File: config.mk
export PLATFORM = sky130hd
export DESIGN_NAME = uart_word_loader
export DESIGN_NICKNAME = d
export VERILOG_FILES = /design/src/rtl/uart_loader_pkg.sv /design/src/rtl/uart_word_loader_byte_packer.sv /design/src/rtl/uart_word_loader.sv
export SDC_FILE = /design/constraint.sdc
export NUM_CORES = 1
export LEC_CHECK = 0
export ABC_AREA = 1
export CAP_MARGIN = 10
export CORE_MARGIN = 3
export CORE_UTILIZATION = 53
export DETAILED_ROUTE_END_ITERATION = 10
export PLACE_DENSITY_LB_ADDON = 0.2
export SYNTH_ARGS = -nofsm -noshare
export SYNTH_HDL_FRONTEND = slang
export SYNTH_SLANG_ARGS = --single-unit
File: constraint.sdc
create_clock -name clk -period 1.5 [get_ports clk]
set_input_delay 0.3 -clock clk [delete_from_list [all_inputs] [get_ports clk]]
set_output_delay 0.3 -clock clk [all_outputs]
set_load 0.01 [all_outputs]
File: src/rtl/uart_loader_pkg.sv
// Shared types and constants for the UART word loader.
// Provides the loader state encoding, default sync byte and word width in bytes.
package uart_loader_pkg;

    typedef enum logic [1:0] {
        IDLE = 2'd0,
        LEN  = 2'd1,
        DATA = 2'd2,
        CHK  = 2'd3
    } loader_state_t;

    localparam logic [7:0] SYNC_BYTE_DEFAULT = 8'hA5;
    localparam int         WORD_BYTES        = 4;

endpackage

File: src/rtl/uart_word_loader_byte_packer.sv
// Four-lane little-endian byte packer with lane counter.
// Ports: clk, rst (sync, active-high), clr (restart at lane 0), byte_in/byte_valid
// (byte strobe), word (packed {b3,b2,b1,b0}), word_valid (high with the 4th byte).
module byte_packer
    import uart_loader_pkg::*;
(
    input  logic        clk,
    input  logic        rst,
    input  logic        clr,
    input  logic [7:0]  byte_in,
    input  logic        byte_valid,
    output logic [31:0] word,
    output logic        word_valid
);

    logic [1:0]  lane;
    // Holds the three earlier bytes; the 4th byte is merged combinationally
    // so the top can register the full word in the same cycle it arrives.
    logic [23:0] sr;

    always_ff @(posedge clk) begin
        if (rst || clr) begin
            lane <= '0;
            sr   <= '0;
        end else if (byte_valid) begin
            lane <= lane + 2'd1;
            sr   <= {byte_in, sr[23:8]};
        end
    end

    assign word       = {byte_in, sr};
    assign word_valid = byte_valid && (lane == 2'(WORD_BYTES - 1));

endmodule

File: src/rtl/uart_word_loader.sv
// Framed byte-to-word loader: sync byte, word count, payload packed into RAM writes.
// Ports: clk, rst (sync, active-high), rx_data/rx_valid (byte strobe in),
// wren/wraddr/wrdata (registered RAM write port), busy, done (pulse), err (level).
// Optional build macro LOADER_CHECKSUM_EN adds a trailing XOR checksum byte.
module uart_word_loader
    import uart_loader_pkg::*;
#(
    parameter logic [7:0]        SYNC_BYTE = SYNC_BYTE_DEFAULT,
    parameter int                ADDR_W    = 10,
    parameter logic [ADDR_W-1:0] BASE_ADDR = '0
) (
    input  logic              clk,
    input  logic              rst,
    input  logic [7:0]        rx_data,
    input  logic              rx_valid,
    output logic              wren,
    output logic [ADDR_W-1:0] wraddr,
    output logic [31:0]       wrdata,
    output logic              busy,
    output logic              done,
    output logic              err
);

    loader_state_t     state;
    logic [8:0]        wcnt;
    logic [ADDR_W-1:0] addr;
    // Pulses with done/err so busy covers the final cycle of a frame.
    logic              fin;

    logic        sync_hit;
    logic        pk_valid;
    logic [31:0] pk_word;
    logic        pk_wvalid;

    assign sync_hit = (state == IDLE) && rx_valid && (rx_data == SYNC_BYTE);
    assign pk_valid = (state == DATA) && rx_valid;

    byte_packer u_packer (
        .clk        (clk),
        .rst        (rst),
        .clr        (sync_hit),
        .byte_in    (rx_data),
        .byte_valid (pk_valid),
        .word       (pk_word),
        .word_valid (pk_wvalid)
    );

`ifdef LOADER_CHECKSUM_EN
    logic [7:0] xacc;
    logic       err_q;

    always_ff @(posedge clk) begin
        if (rst) begin
            xacc  <= '0;
            err_q <= 1'b0;
        end else if (sync_hit) begin
            xacc  <= '0;
            err_q <= 1'b0;
        end else if (pk_valid) begin
            xacc <= xacc ^ rx_data;
        end else if (state == CHK && rx_valid && rx_data != xacc) begin
            err_q <= 1'b1;
        end
    end

    assign err = err_q;
`else
    assign err = 1'b0;
`endif

    always_ff @(posedge clk) begin
        if (rst) begin
            state  <= IDLE;
            wcnt   <= '0;
            addr   <= '0;
            wren   <= 1'b0;
            wraddr <= '0;
            wrdata <= '0;
            done   <= 1'b0;
            fin    <= 1'b0;
        end else begin
            wren <= 1'b0;
            done <= 1'b0;
            fin  <= 1'b0;
            case (state)
                IDLE: begin
                    if (sync_hit)
                        state <= LEN;
                end
                LEN: begin
                    if (rx_valid) begin
                        // A count byte of zero encodes the maximum of 256 words.
                        wcnt  <= (rx_data == 8'd0) ? 9'd256 : {1'b0, rx_data};
                        addr  <= BASE_ADDR;
                        state <= DATA;
                    end
                end
                DATA: begin
                    if (pk_wvalid) begin
                        wren   <= 1'b1;
                        wraddr <= addr;
                        wrdata <= pk_word;
                        addr   <= addr + ADDR_W'(WORD_BYTES);
                        wcnt   <= wcnt - 9'd1;
                        if (wcnt == 9'd1) begin
`ifdef LOADER_CHECKSUM_EN
                            state <= CHK;
`else
                            state <= IDLE;
                            done  <= 1'b1;
                            fin   <= 1'b1;
`endif
                        end
                    end
                end
`ifdef LOADER_CHECKSUM_EN
                CHK: begin
                    if (rx_valid) begin
                        state <= IDLE;
                        fin   <= 1'b1;
                        done  <= (rx_data == xacc);
                    end
                end
`endif
                default: state <= IDLE;
            endcase
        end
    end

    assign busy = (state != IDLE) || fin;

endmodule

==> results of run 1 <==
layer usage:
layer,vias up,GRT usage,routed length [um]
li1,1655,-,-
met1,1523,0.300,3880
met2,137,0.384,3960
met3,21,0.0388,609
met4,0,0.113,208
met5,-,0,0
final cells by class:
class	count	area, um2
sequential	87	1750
multi-input combinational	317	1510
timing repair buffer	91	848
tap	75	93.8
clock buffer	10	138
inverter	38	150
clock inverter	6	92.6
fill	461	1550
placed cells by master, fill, tap and decap left out, types with 3 or more instances in the layout:
cell,n
a21oi_1,42
buf_12,5
buf_4,31
clkbuf_8,10
clkdlybuf4s50_1,10
conb_1,3
dfxtp_1,84
dfxtp_2,3
dlygate4sd2_1,42
ha_1,4
inv_1,30
inv_2,5
nand2_1,110
nand3_1,34
nand4_1,4
nor2_1,49
nor2_2,5
nor3_1,3
o21ai_0,33
o21ai_1,9
worst reg2reg max path: cells and delay by family (launching register included):
family	cells	cell delay, ns
buffers and inverters	5	0.51
and+or+nand+nor	6	0.54
DFF	1	0.34
state kept, by name, summed over array words and instances, names as in the netlist:
register	count
u_packer.sr	24
wrdata	32
u_packer.lane	2
addr	8
wraddr	8
wcnt	9
state	2
fin	1
wren	1
through the flow:
| step | TNS [ns] | setup WS [ns] | cell area, um2 |
|---|---|---|---|
| floorplan | 0 | 0.134 | 3480 |
| global placement | -15.57 | -0.231 | 4310 |
| detailed placement | -18.60 | -0.263 | 4310 |
| CTS | -0.0650 | -0.0650 | 4490 |
| global route | -0.133 | -0.0244 | 4580 |
| finish | 0 | 0.0264 | 4580 |
where the power goes:
part | internal [uW] | switching (uW) | total, uW | leakage, uW
combinational | 74.0 | 86.2 | 160 | 0.00134
sequential | 2310 | 0.402 | 2310 | 0.000702
clock | 995 | 841 | 1840 | 0.000114
total | 3380 | 927 | 4300 | 0.00215
worst min path at each step:
stage                                   to  slack [ns]  cells after the start
after floorplan                 wrdata[10]        0.44                      2
after global placement    u_packer.lane[1]        0.45                      2
after global routing            wrdata[10]        0.48                      2
after detailed placement        wrdata[10]        0.45                      2
final                           wrdata[10]        0.47                      2
after CTS                       wrdata[10]        0.46                      2
repair_timing:
item / in CTS / in global routing
resized for setup: 46 / 25
pin swaps: 0 / 2
buffers inserted: 0 / 1
gates cloned: 0 / 1
endpoints found under the setup margin: 43 / 22
kinds of logic after synthesis:
logic type	Yosys count	synth area share
compound gates	92	0.136
other cells	1	0.00108
flops	87	0.501
simple gates	216	0.264
xor+xnor	2	0.00504
fa+ha+maj	4	0.0144
buf+inv	63	0.0775
==> run summary, run 1 <==
outcome - finished clean
total clock sinks - 87
CP max stage delay - 0.34 ns
data required time of the worst path - 1.20 ns
Post-Route WL - 8660 um
largest net degree at the start of global routing - 29
initial core utilization - 0.567
global-route usage over all layers - 0.235
final hold vios - 0
Clock Path Buffers - 2
worst-path fanout max - 2
minimum clock period - 1.47 ns
Util after Layout - 0.747
Setup Skew - 0.00809 ns
most common cell in the netlist - nand2_1
CP Cell Sequence - nor2_4 > inv_2 > or2_4 > buf_6
Die H - 87.0 um
Synth area leader - dfxtp_1
final worst-path cycle share - 0.982
Syn Area/Cell - 7.47 um2
Clock Pin Slew Worst Setup and Hold Paths - 0.09 ns
final setup fails - 0
synth-to-layout area growth - 31.9%
CP startpoint - state[0]
synthesis-stage register bit count - 87
worst-skew pair later-pin latency - 0.35 ns
dpl cells - 606
synth cell count leaders - 111 x nand2_1, 87 x dfxtp_1, 55 x nor2_1
antenna viol nets, final - 0
Top Ports - 57
share of layout cells above drive strength 1 - 0.146
Hold Startpoint - u_packer.sr[10]
Peak VDD IR - 0.000635 V
critical path type - register to primary output
EDFF count, synth - 0
Min-Delay Path Class - register to register
Setup crit end - busy
dpl hpwl - 6040 um
vias per cell - 5.35
Yosys top cell area share - 0.501
core footprint - 6130 um2
yosys warns - 0
number of global-route vias before repair - 3,187
P_leak - 0.00215 uW
Max-Cap Viols - 0
Inserted Clock Buffers - 9
r2r endpoint - wrdata[20]
CTS tree - yes
antenna violations before repair - 0
Levels on crit path - 4
R2R setup slack - 0.06 ns
Power Density - 939 nW/um2
first drt pass iteration count - 5
n_diodes - 0
main area contributors after synthesis - dfxtp_1 50%, nand2_1 12%, a21oi_1 6.2%
Max Clk Rate - 679 MHz
synth unique cells - 32
Non-Filler Instances - 624
chip width - 87.0 um
first-pass GRT wire length - 14,100 um
Tot Pwr - 4300 uW
Vias - 3,336
area of the mapped netlist - 3470 um2
Primary FF master, synth - dfxtp_1
row cnt - 28
Cells after Synth - 465
RSZ-0062 raised after global routing - yes
DRC Markers - 0
register area share after synthesis - 0.501
critical path arrival - 1.17 ns
IO Port Bufs - 53
Final #Nets - 559
cts hold-fix bufs - 0
GR Overflow Total - 0
kind of end point of the critical path - primary output
die area - 7560 um2
worst r2r src - state[0]
Post-synth ARST share - 0
R2R cell count - 11
startpoint types - register
post-DR wirelength/cell - 13.9 um
Top delay family on crit path - flip-flops
initial DRC count - 202
CTS H-tree lvls - 3
WP buf/inv - 2
GPL Wtd Cong - 0.916
Pins Over Slew Limit - 0
WHS - 0.466 ns
slowest stage cell on the critical path - dfxtp_2
root buf cell - clkbuf_8
Power figures use the tool's default switching activity.
==> inputs of run 2 (changes only) <==
--- a/config.mk
+++ b/config.mk
@@ -8,7 +8,7 @@
 export ABC_AREA = 1
 export CAP_MARGIN = 10
 export CORE_MARGIN = 3
-export CORE_UTILIZATION = 53
+export CORE_UTILIZATION = 28
 export DETAILED_ROUTE_END_ITERATION = 10
 export PLACE_DENSITY_LB_ADDON = 0.2
 export SYNTH_ARGS = -nofsm -noshare
==> run 2 against run 1 <==
  * Clock power grew 16%
  * Via count down 1.5%
  * Clock skew is 0.0014 ns lower
  * Largest power group unchanged
==> run summary, run 2 (synthesized netlist as in run 1, its figures left out) <==
P_leak - 0.00225 uW
Clock Path Buffers - 2
Die H - 117 um
initial core utilization - 0.288
vias per cell - 4.53
dpl hpwl - 6990 um
largest net degree at the start of global routing - 29
WHS - 0.460 ns
design area - 4840 um2
final setup fails - 0
Max Clk Rate - 699 MHz
CTS H-tree lvls - 3
R2R setup slack - 0.09 ns
share of layout cells above drive strength 1 - 0.162
max reg flops - 32
Top Ports - 57
final worst-path cycle share - 0.954
number of global-route vias before repair - 3,201
hold depth - 2
initial DRC count - 165
Reg with most FFs - wrdata
worst-skew pair later-pin latency - 0.33 ns
Reg area - 1750 um2
GR Overflow Total - 0
cts hold-fix bufs - 0
Hold EP - wrdata[17]
DRC Markers - 0
Hold Startpoint - u_packer.sr[17]
CP max stage delay - 0.32 ns
total clock sinks - 87
die area - 13,800 um2
slowest stage cell on the critical path - dfxtp_2
worst-path fanout max - 2
GPL Wtd Cong - 0.833
fill cell count - 1,262
core footprint - 12,100 um2
Area after DPL - 4480 um2
root buf cell - clkbuf_16
antenna violations before repair - 0
global-route usage over all layers - 0.142
first-pass GRT wire length - 16,000 um
Power Density - 953 nW/um2
worst r2r src - state[0]
Util after Layout - 0.401
outcome - finished clean
Regs by FF count - wrdata (32), u_packer.sr (24), wcnt (9)
first drt pass iteration count - 4
CTS tree - yes
Post-Route WL - 9690 um
r2r endpoint - wrdata[19]
R2R cell count - 11
startpoint types - register
Vias - 3,286
area used by multi-input combinational logic - 1520 um2
Inserted Clock Buffers - 9
data required time of the worst path - 1.20 ns
Setup TNS Final - 0 ns
Max-Cap Viols - 0
RSZ-0062 raised after global routing - no
CP Cell Sequence - nor2_1 > inv_1 > or2_4 > buf_6
Peak VDD IR - 0.000502 V
n_diodes - 0
Pins Over Slew Limit - 0
Final #Nets - 567
minimum clock period - 1.43 ns
Setup Skew - 0.00670 ns
IO Port Bufs - 53
critical path type - register to primary output
most common cell after layout, fill and taps aside - nand2_1
synth-to-layout area growth - 39.4%
commonest cells after routing, fill and taps aside - 110 x nand2_1, 84 x dfxtp_1, 49 x nor2_1
row cnt - 40
antenna viol nets, final - 0
kind of end point of the critical path - primary output
final hold vios - 0
critical path arrival - 1.13 ns
chip width - 117 um
post-DR wirelength/cell - 13.4 um
Clock Pin Slew Worst Setup and Hold Paths - 0.06 ns
Min-Delay Path Class - register to register
-- run 2: cell count changes in the layout (fill, tap and decap cells not counted), sizes merged --
cell          change
buf               +8
dlymetal6s2s      +2
inv               +1
clkinv            -1
clkbuf            +1
bufinv            -2
clkinvlp          +1
dlygate4sd2       -2
-- run 2: repair_timing --
action                     CTS  global route
gates resized for setup     45            26
buffers inserted             0             3
gates cloned                 0             1
setup endpoints to repair   41            83
pin swaps                    0             2
-- run 2: area by class of cell --
class,instances,area share
tap,168,0.0434
multi-input combinational,317,0.315
inverter,38,0.0318
clock inverter,5,0.00853
timing repair buffer,99,0.191
sequential,87,0.361
clock buffer,11,0.0501
-- run 2: metrics by stage --
stage / std cells / setup slack (ns) / total power, uW
after floorplan: 467 / 0.134 / 2420
after global placement: 705 / -0.278 / 2530
after detailed placement: 705 / -0.261 / 2530
after CTS: 721 / -0.00436 / 4670
after global routing: 725 / 0.00165 / 4770
final: 725 / 0.0687 / 4610
-- run 2: worst max-delay path by stage --
stage | from | cells past startpoint | end
floorplan | u_packer.lane[0] | 8 | addr[4]
global placement | rx_valid | 10 | addr[7]
detailed placement | rx_data[0] | 7 | u_packer.sr[23]
CTS | state[1] | 4 | busy
global route | rx_valid | 8 | u_packer.sr[14]
finish | state[0] | 4 | busy
-- run 2: routing by layer --
| layer | up-vias | GRT usage | routed length (um) | part of all wire |
|---|---|---|---|---|
| met1 | 1538 | 0.175 | 4340 | 0.45 |
| met3 | 11 | 0.0318 | 329 | 0.034 |
| met2 | 63 | 0.244 | 4840 | 0.50 |
| met4 | 0 | 0.0477 | 175 | 0.018 |
| met5 | - | 0 | 0 | 0 |
| li1 | 1674 | - | - | - |
-- run 2: critical path: cells and delay by family (launching register included) --
kind                   cells  cell delay (ns)
and+or+nand+nor            2             0.31
DFF                        1             0.32
buffers and inverters      2             0.18
-- run 2: where the power goes --
group	internal (uW)	total (uW)	switching (uW)	leakage, uW
combinational	78.1	171	93.1	0.00141
clock	1190	2130	947	0.000138
sequential	2310	2310	0.354	0.000702
total	3570	4610	1040	0.00225
==> inputs of run 3 (changes only) <==
--- a/config.mk
+++ b/config.mk
@@ -9,6 +9,7 @@
 export CAP_MARGIN = 10
 export CORE_MARGIN = 3
 export CORE_UTILIZATION = 28
+export CTS_CLUSTER_DIAMETER = 30
 export DETAILED_ROUTE_END_ITERATION = 10
 export PLACE_DENSITY_LB_ADDON = 0.2
 export SYNTH_ARGS = -nofsm -noshare
==> results of run 3 <==
Final layout, timing and power as in run 2 (identical DEF).
